`src/rtl/tx_retry_control.sv`:
```
// rtl/tx_retry_control.sv - USB-PD TCPC transmit launch, GoodCRC wait and retry controller
// Drives one PHY frame per TRANSMIT write, retries on GoodCRC timeout and reports the outcome in ALERT[6:4].
`timescale 1ns/1ps
module tx_retry_control #(
  parameter int CRC_TIMEOUT = 16,
  parameter int ALERT_W     = 16
) (
  input  logic               CLK,
  input  logic               reset,
  input  logic [7:0]         iTRANSMIT,
  input  logic               iTxReq,
  input  logic [ALERT_W-1:0] iAlert,
  output logic [ALERT_W-1:0] oAlert,
  input  logic               iRxMessage,
  output logic               oPHY_TxStart,
  output logic [2:0]         oPHY_TxType,
  input  logic               iPHY_TxDone,
  input  logic               iGoodCRC,
  output logic               oBusy,
  output logic [7:0]         oTRANSMIT
);

  localparam int TW = (CRC_TIMEOUT > 1) ? $clog2(CRC_TIMEOUT) : 1;
  localparam logic [TW-1:0] TIMER_LOAD = TW'(CRC_TIMEOUT - 1);

  // Report bit order matches ALERT[6:4]: {TxSuccess, TxDiscarded, TxFailed}
  localparam logic [2:0] RPT_SUCCESS  = 3'b100;
  localparam logic [2:0] RPT_DISCARD  = 3'b010;
  localparam logic [2:0] RPT_FAIL     = 3'b001;
  localparam logic [2:0] RPT_RESET_OK = 3'b110;

  typedef enum logic [2:0] {
    IDLE,
    LAUNCH,
    WAIT_DONE,
    WAIT_CRC,
    REPORT
  } state_t;

  state_t        state, nextState;
  logic [2:0]    txType, nextTxType;
  logic [1:0]    retryCnt, nextRetryCnt;
  logic [1:0]    attempt, nextAttempt;
  logic [TW-1:0] timer, nextTimer;
  logic [2:0]    reportBits, nextReportBits;
  logic [2:0]    flags;
  logic          isSopType;
  logic          isResetType;
  logic          reqReserved;
  logic          rxDiscard;

  assign isSopType   = (txType < 3'd3);
  assign isResetType = (txType > 3'd4);
  assign reqReserved = (iTRANSMIT[2:0] == 3'd3) || (iTRANSMIT[2:0] == 3'd4);
  assign rxDiscard   = iRxMessage && isSopType;

  always_comb begin
    nextState      = state;
    nextTxType     = txType;
    nextRetryCnt   = retryCnt;
    nextAttempt    = attempt;
    nextTimer      = timer;
    nextReportBits = reportBits;
    case (state)
      IDLE: begin
        if (iTxReq) begin
          nextTxType   = iTRANSMIT[2:0];
          nextRetryCnt = iTRANSMIT[5:4];
          nextAttempt  = 2'd0;
          if (reqReserved) begin
            nextState      = REPORT;
            nextReportBits = RPT_FAIL;
          end else begin
            nextState = LAUNCH;
          end
        end
      end
      LAUNCH: begin
        if (rxDiscard) begin
          nextState      = REPORT;
          nextReportBits = RPT_DISCARD;
        end else begin
          nextState = WAIT_DONE;
        end
      end
      WAIT_DONE: begin
        if (rxDiscard) begin
          nextState      = REPORT;
          nextReportBits = RPT_DISCARD;
        end else if (iPHY_TxDone) begin
          if (isResetType) begin
            nextState      = REPORT;
            nextReportBits = RPT_RESET_OK;
          end else begin
            nextState = WAIT_CRC;
            nextTimer = TIMER_LOAD;
          end
        end
      end
      WAIT_CRC: begin
        // GoodCRC outranks both a concurrent receive and the final timer cycle
        if (iGoodCRC) begin
          nextState      = REPORT;
          nextReportBits = RPT_SUCCESS;
        end else if (rxDiscard) begin
          nextState      = REPORT;
          nextReportBits = RPT_DISCARD;
        end else if (timer == '0) begin
          if (attempt == retryCnt) begin
            nextState      = REPORT;
            nextReportBits = RPT_FAIL;
          end else begin
            nextState   = LAUNCH;
            nextAttempt = attempt + 2'd1;
          end
        end else begin
          nextTimer = timer - TW'(1);
        end
      end
      REPORT: begin
        nextState = IDLE;
      end
      default: begin
        nextState = IDLE;
      end
    endcase
  end

  always_ff @(posedge CLK) begin
    if (reset) begin
      state        <= IDLE;
      txType       <= 3'd0;
      retryCnt     <= 2'd0;
      attempt      <= 2'd0;
      timer        <= '0;
      reportBits   <= 3'd0;
      flags        <= 3'd0;
      oPHY_TxStart <= 1'b0;
      oBusy        <= 1'b0;
      oTRANSMIT    <= 8'd0;
    end else begin
      state        <= nextState;
      txType       <= nextTxType;
      retryCnt     <= nextRetryCnt;
      attempt      <= nextAttempt;
      timer        <= nextTimer;
      reportBits   <= nextReportBits;
      oPHY_TxStart <= (state == LAUNCH) && (nextState == WAIT_DONE);
      oBusy        <= (nextState != IDLE);
      oTRANSMIT    <= (state == REPORT) ? 8'd0 : iTRANSMIT;
      // Host W1C reaches us through iAlert; only honoured while idle
      if (state == REPORT) begin
        flags <= flags | reportBits;
      end else if (state == IDLE) begin
        flags <= flags & iAlert[6:4];
      end
    end
  end

  assign oPHY_TxType = txType;

  always_comb begin
    oAlert      = iAlert;
    oAlert[6:4] = iAlert[6:4] | flags;
  end

endmodule

```
`config.mk`:
```
export PLATFORM = sky130hd
export DESIGN_NAME = tx_retry_control
export DESIGN_NICKNAME = d
export VERILOG_FILES = /design/src/rtl/tx_retry_control.sv
export SDC_FILE = /design/constraint.sdc
export NUM_CORES = 1
export LEC_CHECK = 0
export BUFFER_PORTS_ARGS = -buffer_cell sky130_fd_sc_hd__buf_2
export CORE_UTILIZATION = 47
export DETAILED_ROUTE_END_ITERATION = 10
export PLACE_DENSITY = 0.76
export RECOVER_POWER = 25
export SYNTH_ARGS = -nofsm -noshare
export SYNTH_HDL_FRONTEND = slang
export SYNTH_SLANG_ARGS = --single-unit
```
`constraint.sdc`:
```
create_clock -name CLK -period 1.8 [get_ports CLK]
set_input_delay 0.18 -clock CLK [delete_from_list [all_inputs] [get_ports CLK]]
set_output_delay 0.18 -clock CLK [all_outputs]
set_load 0.005 [all_outputs]
```
==> impl_summary.md <==
Worst setup path
The register-to-register setup slack is 0.10 ns. The worst setup path is captured at a register. Traced cell by cell, the critical path runs through inv_1 > ha_1 > or3b_4 > inv_1 > and3_4 > mux2_4 > nor2_2. The kind of critical path is reg -> reg.

STA classifies the critical path startpoint as a register. The critical path data arrival time is 1.97 ns. The stage delay of the slowest cell on the critical path is 0.43 ns.

The most repeated library cell on the critical path is inv_1. In this run the critical register-to-register path is captured at attempt[0]. The cell family contributing the most delay on the critical path is simple AND/OR/NAND/NOR gates. The required time of the critical path is 2.07 ns. The maximum net fanout on the critical path is 5. On the critical path, the stage with the largest delay is an instance of or3b_4. The critical path runs through a total of 7 cells. For the worst flop-to-flop path, the logic depth is 7. The combined buffer and inverter count along the critical path is 2. The worst register-to-register path begins at timer[0].

Layout
The layout-stage area growth over the synthesis result is 10.8%. Leaving out fill and tap cells, the most frequent cell in the layout is buf_2. In the final layout, the share of cells above drive strength 1 is 31.5%.

Leaving out fill and tap cells, the most frequent cells in the layout are buf_2, dfxtp_1, o21ai_0, nor2_1, and2_1. 0 antenna diodes ended up in the layout. The final layout contains 211 nets.

Placement
The congestion estimate from routability-driven global placement came to 0.876. The count of buffers from port buffering is 32. The worst setup slack before clock tree synthesis is 0.0589 ns. The HPWL after detailed placement is 2.09 mm.

GRT
The total overflow left after global routing is 0. The first global-routing pass estimated 4.43 mm of wire. The total track usage is 17.7%. The number of antenna violations at the first check in global routing is 0. The number of global-route vias before repair was 1060. Entering global routing, the biggest net connects 22 pins.

Synthesis
Of the synthesized area, sequential elements account for 41.6%. The net count after synthesis is 187. Synthesis produced 156 cells.

The top cell type's share of synthesized area is 41.6%. A synthesized cell averages 9.25 um2. The mapped netlist covers 1440 um2. The yosys synthesis warning count is 0. The flip-flop cell with the highest count after synthesis is dfxtp_1.

By area the synthesized netlist is led by dfxtp_1, buf_4, mux2i_1. For this run, asynchronously set or reset flops after synthesis account for 0%. After synthesis, the netlist uses 43 different library cells. The largest total area in the synthesized netlist belongs to dfxtp_1.

The synthesized design contains 0 enable-type register cells. After synthesis the netlist holds a flip-flop and latch count of 30.

STA
The final count of pins violating max slew is 0. Setup repair after global routing left no endpoint under its margin. The measured slew at the worst slew-check pin is 0.410 ns. The share of the clock period used by the worst path after layout is 94.4%. The worst-case setup margin in the final layout is 0.100 ns.

The maximum clock skew at final layout is 0.00596 ns. The clock period could shrink to 1.70 ns. The number of hold-slack violations in the final timing report is 0. Setup total negative slack on the finished layout was measured at 0 ns.

Static timing analysis puts the maximum clock frequency at 0.588 GHz. The total of endpoints with negative setup slack in the final report is 0. Measured against its own limit, the worst slew margin works out to 72.7%.

Floorplanning
Once the floorplan was initialized, standard cells occupied 51.0% of the core. The site row count is 19. The height of the die is 57.4 um. The number of placed I/O pins is 59.

The core footprint is 2830 um2. The die covers 3290 um2. Measured along the x axis, the die boundary spans 57.4 um.

Drt
The average wire per cell in the routed design is 13.0 um. The number of design-rule violations left by the first detailed-router iteration is 32. The number of nets still failing antenna checks after routing is 0. Using the TritonRoute via totals, the vias-per-cell ratio works out to 5.38. The sum of routed wire length over all layers is 2.77 mm. The total via count in the routed design is 1140. After detailed routing, the number of remaining DRC violations is 4.

The number of iterations in the first detailed-routing pass is 7.

Power
Power spread over the standard cell area amounts to 837 nW/um2. The leakage power is 0.694 nW. The worst-case IR drop observed on VDD is 0.000318 V.

Status
The flow ran to the end, but the final reports show violations. The final reports fail on design-rule violations.

Clock tree
The clock latency of the later-clocked register in the worst-skew pair is 0.32 ns. CTS placed an instance of clkbuf_4 at the clock tree root. The clock transition at the registers of the reported paths is 0.09 ns. The number of sinks on the clock net is 30. The H-tree was split into 2 levels. The total setup buffers inserted after CTS is 0.

No sink is reached through more buffers than the 2 on the longest clock path. Clock tree synthesis inserted a total of 5 buffers. The clock tree from TritonCTS is built.

Job
The number of max-cap violations is 0.

Min path
The cell depth of the worst hold path is 2. The hold path endpoint is oTRANSMIT[3]. The launch instance of the worst min-delay path is iTRANSMIT[3].

The worst min-delay path class is in -> reg.
logic make-up (layout without fill, tap and decap cells):
family | count (synthesis) | in the layout | synth area share (%)
compound gates | 37 | 37 | 17.7
fa+ha+maj | 1 | 1 | 0.867
mux | 8 | 8 | 5.90
simple gates | 54 | 54 | 22.0
xor+xnor | 2 | 2 | 1.21
buf+inv | 24 | 49 | 10.7
flops | 30 | 30 | 41.6
where the power goes:
part           internal (mW)  switching [mW]  leakage, nW
clock network          0.189           0.224       0.0353
logic                 0.0956           0.106        0.413
registers              0.699          0.0247        0.246
total                  0.984           0.355        0.694
worst register-to-register path, delay by kind of cell, from the launching register on:
kind                       cells  cell delay (ns)
and+or+nand+nor                3             0.69
buffers and inverters          2             0.13
muxes                          1             0.30
adders and majority gates      1             0.18
DFF                            1             0.35
synth_stat cells (2+ instances only):
library cell,number
dfxtp_1,30
buf_4,13
and2_1,9
nor2_1,9
o21ai_0,9
a21oi_1,7
inv_1,7
mux2i_1,7
nand2_1,7
a311oi_1,5
nand2b_1,5
nor2b_1,4
or2_2,4
a21boi_0,2
a21oi_2,2
a31oi_1,2
buf_6,2
clkbuf_1,2
nand3b_1,2
nor3_1,2
o211ai_1,2
or2b_1,2
xnor2_1,2
what timing repair did:
action                                  CTS  global route
hold buffers                              0             0
resized for setup                         0             3
endpoints found under the setup margin    0             5
worst max-delay path by stage:
| stage | slack (ns) | startpoint | end |
|---|---|---|---|
| global placement | 0.16 | timer[0] | attempt[0] |
| CTS | 0.02 | timer[0] | timer[3] |
| detailed placement | 0.06 | timer[0] | timer[3] |
| finish | 0.10 | timer[0] | attempt[0] |
| floorplan | 0.19 | timer[0] | attempt[0] |
| global route | 0.006 | timer[0] | reportBits[2] |
layer usage:
layer  global-route usage, %  part of all wire [%]
met5                       0                     0
met4                    10.5                   3.1
met3                    4.08                   4.2
met2                    29.7                    49
met1                    20.6                    43
state kept, by name, summed over array words and instances, names as in the netlist, 2 cells and up:
name,cells
retryCnt,2
oPHY_TxType,3
reportBits,3
state,3
timer,4
oTRANSMIT,8
attempt,2
flags,3
through the flow:
stage               cells  instance area (um2)  hold slack [ns]  util (%)  total power [mW]
floorplan             156                 1440            0.302         -             0.894
global placement      204                 1530            0.360      54.0             0.933
detailed placement    204                 1530            0.360      54.0             0.940
CTS                   212                 1590           0.0515      56.2              1.35
global route          212                 1600           0.0475      56.5              1.41
finish                212                 1600           0.0581      56.5              1.34
cell type report:
| class | count | area [um2] |
|---|---|---|
| multi-input combinational | 102 | 697 |
| timing repair buffer | 34 | 175 |
| fill | 255 | 1230 |
| sequential | 30 | 602 |
| clock buffer | 7 | 55.1 |
| inverter | 7 | 26.3 |
| clock inverter | 1 | 5.00 |
| tap | 31 | 38.8 |
Power figures use the tool's default switching activity.
